[src/rtl/hazard_ctrl.sv]
// Pipeline sequencer for the 5-stage core: load-use stalls, taken-branch flushes,
// halt drain, and saturating stall/flush performance counters.
module hazard_ctrl #(
  parameter int LOAD_STALL_CYCLES = 1,
  parameter int CNT_W             = 32
) (
  input  logic             clock,
  input  logic             reset,
  input  logic [4:0]       id_rs1,
  input  logic [4:0]       id_rs2,
  input  logic             id_uses_rs1,
  input  logic             id_uses_rs2,
  input  logic             id_halt,
  input  logic             ex_ld,
  input  logic [4:0]       ex_rd,
  input  logic             branch_taken,
  input  logic             wb_halt,
  output logic             pc_write,
  output logic             ifid_write,
  output logic             ifid_flush,
  output logic             idex_nop,
  output logic             halted,
  output logic [CNT_W-1:0] stall_cycles,
  output logic [CNT_W-1:0] flush_count
);

  typedef enum logic [1:0] {RUN, STALL, DRAIN, HALTED} state_t;

  state_t     state;
  logic [3:0] scnt;
  logic       hazard;

  function automatic logic [CNT_W-1:0] sat_inc(input logic [CNT_W-1:0] v);
    return (&v) ? v : v + CNT_W'(1);
  endfunction

  always_comb begin
    hazard = ex_ld && (ex_rd != 5'd0) &&
             ((id_uses_rs1 && (ex_rd == id_rs1)) || (id_uses_rs2 && (ex_rd == id_rs2)));
  end

  // Control outputs act in the same cycle; reset forces a frozen, bubbling pipeline.
  always_comb begin
    pc_write   = 1'b1;
    ifid_write = 1'b1;
    ifid_flush = 1'b0;
    idex_nop   = 1'b0;
    if (reset) begin
      pc_write   = 1'b0;
      ifid_write = 1'b0;
      ifid_flush = 1'b1;
      idex_nop   = 1'b1;
    end else begin
      case (state)
        RUN: begin
          if (branch_taken) begin
            ifid_flush = 1'b1;
            idex_nop   = 1'b1;
          end else if (hazard) begin
            pc_write   = 1'b0;
            ifid_write = 1'b0;
            idex_nop   = 1'b1;
          end else if (id_halt) begin
            pc_write   = 1'b0;
            ifid_flush = 1'b1;
          end
        end
        STALL: begin
          pc_write   = 1'b0;
          ifid_write = 1'b0;
          idex_nop   = 1'b1;
        end
        default: begin
          pc_write   = 1'b0;
          ifid_write = 1'b0;
          ifid_flush = 1'b1;
          idex_nop   = 1'b1;
        end
      endcase
    end
  end

  assign halted = (state == HALTED);

  always_ff @(posedge clock) begin
    if (reset) begin
      state        <= RUN;
      scnt         <= 4'd0;
      stall_cycles <= '0;
      flush_count  <= '0;
    end else begin
      case (state)
        RUN: begin
          if (branch_taken) begin
            flush_count <= sat_inc(flush_count);
          end else if (hazard) begin
            stall_cycles <= sat_inc(stall_cycles);
            if (LOAD_STALL_CYCLES > 1) begin
              state <= STALL;
              scnt  <= 4'(LOAD_STALL_CYCLES - 1);
            end
          end else if (id_halt) begin
            state <= DRAIN;
          end
        end
        STALL: begin
          stall_cycles <= sat_inc(stall_cycles);
          scnt         <= scnt - 4'd1;
          if (scnt == 4'd1) state <= RUN;
        end
        DRAIN: begin
          if (wb_halt) state <= HALTED;
        end
        default: begin
          state <= HALTED;
        end
      endcase
    end
  end

endmodule

[config.mk]
export PLATFORM = sky130hd
export DESIGN_NAME = hazard_ctrl
export DESIGN_NICKNAME = d
export VERILOG_FILES = /design/src/rtl/hazard_ctrl.sv
export SDC_FILE = /design/constraint.sdc
export NUM_CORES = 1
export LEC_CHECK = 0
export CAP_MARGIN = 15
export CORE_MARGIN = 3
export CORE_UTILIZATION = 44
export CTS_CLUSTER_DIAMETER = 200
export DETAILED_ROUTE_END_ITERATION = 12
export GPL_TIMING_DRIVEN = 0
export PLACE_DENSITY = 0.74
export SLEW_MARGIN = 25
export SYNTH_ARGS = -nofsm -noshare
export SYNTH_HDL_FRONTEND = slang
export SYNTH_SLANG_ARGS = --single-unit
[constraint.sdc]
create_clock -name clock -period 2.5 [get_ports clock]
set_clock_uncertainty 0.15 [all_clocks]
set_input_delay 0.25 -clock clock [delete_from_list [all_inputs] [get_ports clock]]
set_output_delay 0.25 -clock clock [all_outputs]
set_load 0.05 [all_outputs]
==> results of run 1 <==
[synth_stat cells, types with 2 or more instances]
cell      count  share of area
nand4_1      27          0.048
and2_1       10          0.018
mux2i_1       2         0.0057
inv_1         8         0.0086
and4_1        6          0.015
and3_1       16          0.029
nor4_1        8          0.014
a21oi_1       4         0.0057
mux2_1        4          0.013
nor2_1       79          0.085
buf_1         2         0.0021
or3_1         2         0.0036
buf_2         3         0.0043
or4_1         2         0.0043
clkbuf_1     12          0.013
nand2_1      24          0.026
xor2_1       52           0.13
or2_1         2         0.0036
dfxtp_1      70           0.40
nor3_1       12          0.017
xnor2_1      18          0.045
nand2b_1      2         0.0036
nor2b_1       6          0.011
nand3_1      28          0.040
ha_1          4          0.014
[cells by family (layout without fill, tap and decap cells)]
family,after synthesis,in the layout,synth area share
simple gates,229,229,0.3286
xor+xnor,70,70,0.1750
flops,70,70,0.4000
buf+inv,25,140,0.02786
compound gates,15,15,0.03572
mux,6,6,0.01857
fa+ha+maj,4,4,0.01429
[worst max path at each step]
stage,from,to,slack (ns),cells after the start
finish,stall_cycles[15]$_SDFFE_PP0P_,stall_cycles[27]$_SDFFE_PP0P_,0.09,8
global route,state[1]$_SDFFE_PP0P_,flush_count[14]$_SDFFE_PP0P_,-0.04,8
CTS,flush_count[9]$_SDFFE_PP0P_,flush_count[19]$_SDFFE_PP0P_,-0.03,9
detailed placement,ex_rd[0],stall_cycles[29]$_SDFFE_PP0P_,-0.85,8
global placement,ex_rd[0],stall_cycles[29]$_SDFFE_PP0P_,-0.84,8
floorplan,stall_cycles[5]$_SDFFE_PP0P_,stall_cycles[6]$_SDFFE_PP0P_,0.0005,9
[routing by layer]
layer | routed length, µm | up-vias | track usage
met2 | 4460 | 119 | 0.3458
met3 | 551 | 8 | 0.03473
met1 | 4201 | 1628 | 0.2661
met5 | 0 | - | 0
li1 | - | 1661 | -
met4 | 94 | 0 | 0.07091
[power by group]
| group | total (mW) | switching [mW] | leakage, nW | internal (mW) |
|---|---|---|---|---|
| Clock | 1.15 | 0.436 | 0.122 | 0.717 |
| Combinational | 0.210 | 0.126 | 1.14 | 0.0840 |
| Sequential | 1.13 | 0.0113 | 0.577 | 1.12 |
| Total | 2.50 | 0.574 | 1.83 | 1.92 |
[flip-flops by register name, indices dropped and copies added (netlist names)]
| name | cells |
|---|---|
| stall_cycles | 32 |
| flush_count | 32 |
| scnt | 4 |
| state | 2 |
[metrics by stage]
step | setup TNS [ns] | cells
after detailed placement | -20.53 | 609
after floorplan | 0 | 419
after global routing | -0.1626 | 633
final | 0 | 633
after global placement | -19.63 | 609
after CTS | -0.05735 | 628
[worst max-delay path, cell delays in order, from the launching register on]
cell and delay [ns]:
dfxtp_2 0.37, nand4_1 0.20, nor2_2 0.20, nand4_1 0.16
or4_4 0.51, buf_6 0.16, nand2_2 0.14, nor4_2 0.08
mux2_1 0.31
[final cells by class]
class / count / area, µm²
Timing Repair Buffer: 101 / 979.7
Sequential cell: 70 / 1439
Inverter: 8 / 30.03
Tap cell: 99 / 123.9
Multi-Input combinational cell: 324 / 2108
Clock inverter: 5 / 105.1
Clock buffer: 11 / 151.4
Buffer: 15 / 77.57
Fill cell: 608 / 2471
[timing repair]
action,4_1_cts,5_1_grt
gates resized for setup,36,27
hold endpoints to repair,0,0
endpoints found under the setup margin,34,42
pin swaps,6,9
buffers inserted,4,6
==> impl_metrics.csv, run 1 <==
group,metric,value,unit
floorplanning,chipHeight,95.23,µm
sta,finalSetupViolations,0,
floorplanning,placementRows,31,
sta,slew_violations,0,
logic_synthesis,ys_seq_area_frac,0.4000,
sta,setup_ws,0.09373,ns
cells_and_area,layout_common_cells,"80 x clkdlybuf4s50_1, 77 x nor2_1, 52 x xor2_1",
detailed_routing,wl,9.308,mm
grt,track_usage,0.2058,
setup_path,worstPathRequired,2.58,ns
cells_and_area,fin_area,5015,µm²
floorplanning,ios,92,
placement,place_hpwl,6.631,mm
sta,finalCritPeriodShare,0.9625,
logic_synthesis,synth_edf_count,0,
clock_tree,clock-root-buffer,"clkbuf_8",
grt,grt_pass1_vias,3124,
hold_path,min_path_cells,3,
placement,place_congestion,0.8530,
logic_synthesis,synthArstFlopShare,0,
sta,period_needed,2.406,ns
setup_path,crit_arrival,2.48,ns
detailed_routing,dr.pass1.iters,5,
power_and_ir_drop,finalPower,2.495,mW
logic_synthesis,syn_nets,446,
setup_path,worst-setup-path-type,"register to register",
cells_and_area,drive_gt1_frac,0.1498,
cells_and_area,fin_util,0.6699,
setup_path,ff2ff_path_depth,8,
sta,whs,0.3637,ns
setup_path,critPathCaptureType,"register",
cells_and_area,nets,556,
clock_tree,clk_pin_slew,0.08,ns
sta,maxClockFrequency,415.6,MHz
sta,rsz0062_at_grt,"true",
grt,overflow,0,
logic_synthesis,ys_ff_latch,70,
setup_path,crit_path_max_fanout,10,
power_and_ir_drop,pwr_density_cell,497.6,nW/µm²
detailed_routing,dr_total_vias,3416,
outcome,status,"finished, final reports clean",
clock_tree,cts.sinks,70,
setup_path,reg2reg_from,"stall_cycles[15]$_SDFFE_PP0P_",
clock_tree,cts_tree,"built",
hold_path,hold_end,"state[0]$_SDFFE_PP0P_",
grt,grt_start_max_net_pins,13,
clock_tree,htree_levels,3,
power_and_ir_drop,power_leakage,1.835,nW
logic_synthesis,synth.distinct_cells,41,
grt,grt_pass1_wl,14.79,mm
cells_and_area,diodes,0,
cells_and_area,mostFrequentLayoutCell,"clkdlybuf4s50_1",
cells_and_area,syn2layout_area_growth,43.14,%
sta,tightest_slew,0.5606,ns
sta,hold_viol_final,0,
clock_tree,cts_buffer_depth,2,
setup_path,rrSetupSlack,0.09,ns
logic_synthesis,synthCells,419,
detailed_routing,routed_via_density,5.397,
setup_path,reg2reg_to,"stall_cycles[27]$_SDFFE_PP0P_",
logic_synthesis,yosysWarningCount,0,
logic_synthesis,avgSynthCellArea,8.361,µm²
power_and_ir_drop,ir_drop,0.2928,mV
logic_synthesis,syn_area,3503,µm²
floorplanning,dieArea,9069,µm²
hold_path,worstHoldStart,"wb_halt",
sta,slew_headroom,0.6263,
floorplanning,core,7486,µm²
setup_path,crit_path_start_kind,"register",
flow_run,drv_cap,0,
placement,dpl_cell_area,4587,µm²
detailed_routing,ant_nets,0,
grt,antenna_found_initial,0,
clock_tree,ctsHoldBuffers,0,
floorplanning,die_x,95.23,µm
hold_path,hold_class,"input pin to register",
clock_tree,clkLatencyLatePin,0.34,ns
clock_tree,numCtsBuffers,9,
detailed_routing,wire_per_inst,14.70,µm
placement,dp_slack,-0.8541,ns
detailed_routing,drt-initial-drc-count,145,
placement,portBuffers,91,
logic_synthesis,ys.flop_type,"dfxtp_1",
floorplanning,start_util,0.4680,
detailed_routing,route.detailed.drc,0,
(Power assumes the default switching activity.)
==> inputs of run 2 (changes only) <==
--- a/config.mk
+++ b/config.mk
@@ -10,6 +10,7 @@
 export CORE_UTILIZATION = 44
 export CTS_CLUSTER_DIAMETER = 200
 export DETAILED_ROUTE_END_ITERATION = 12
+export GPL_ROUTABILITY_DRIVEN = 0
 export GPL_TIMING_DRIVEN = 0
 export PLACE_DENSITY = 0.74
 export SLEW_MARGIN = 25
==> results of run 2 <==
No change in the layout: final DEF, timing and power equal those of run 1.
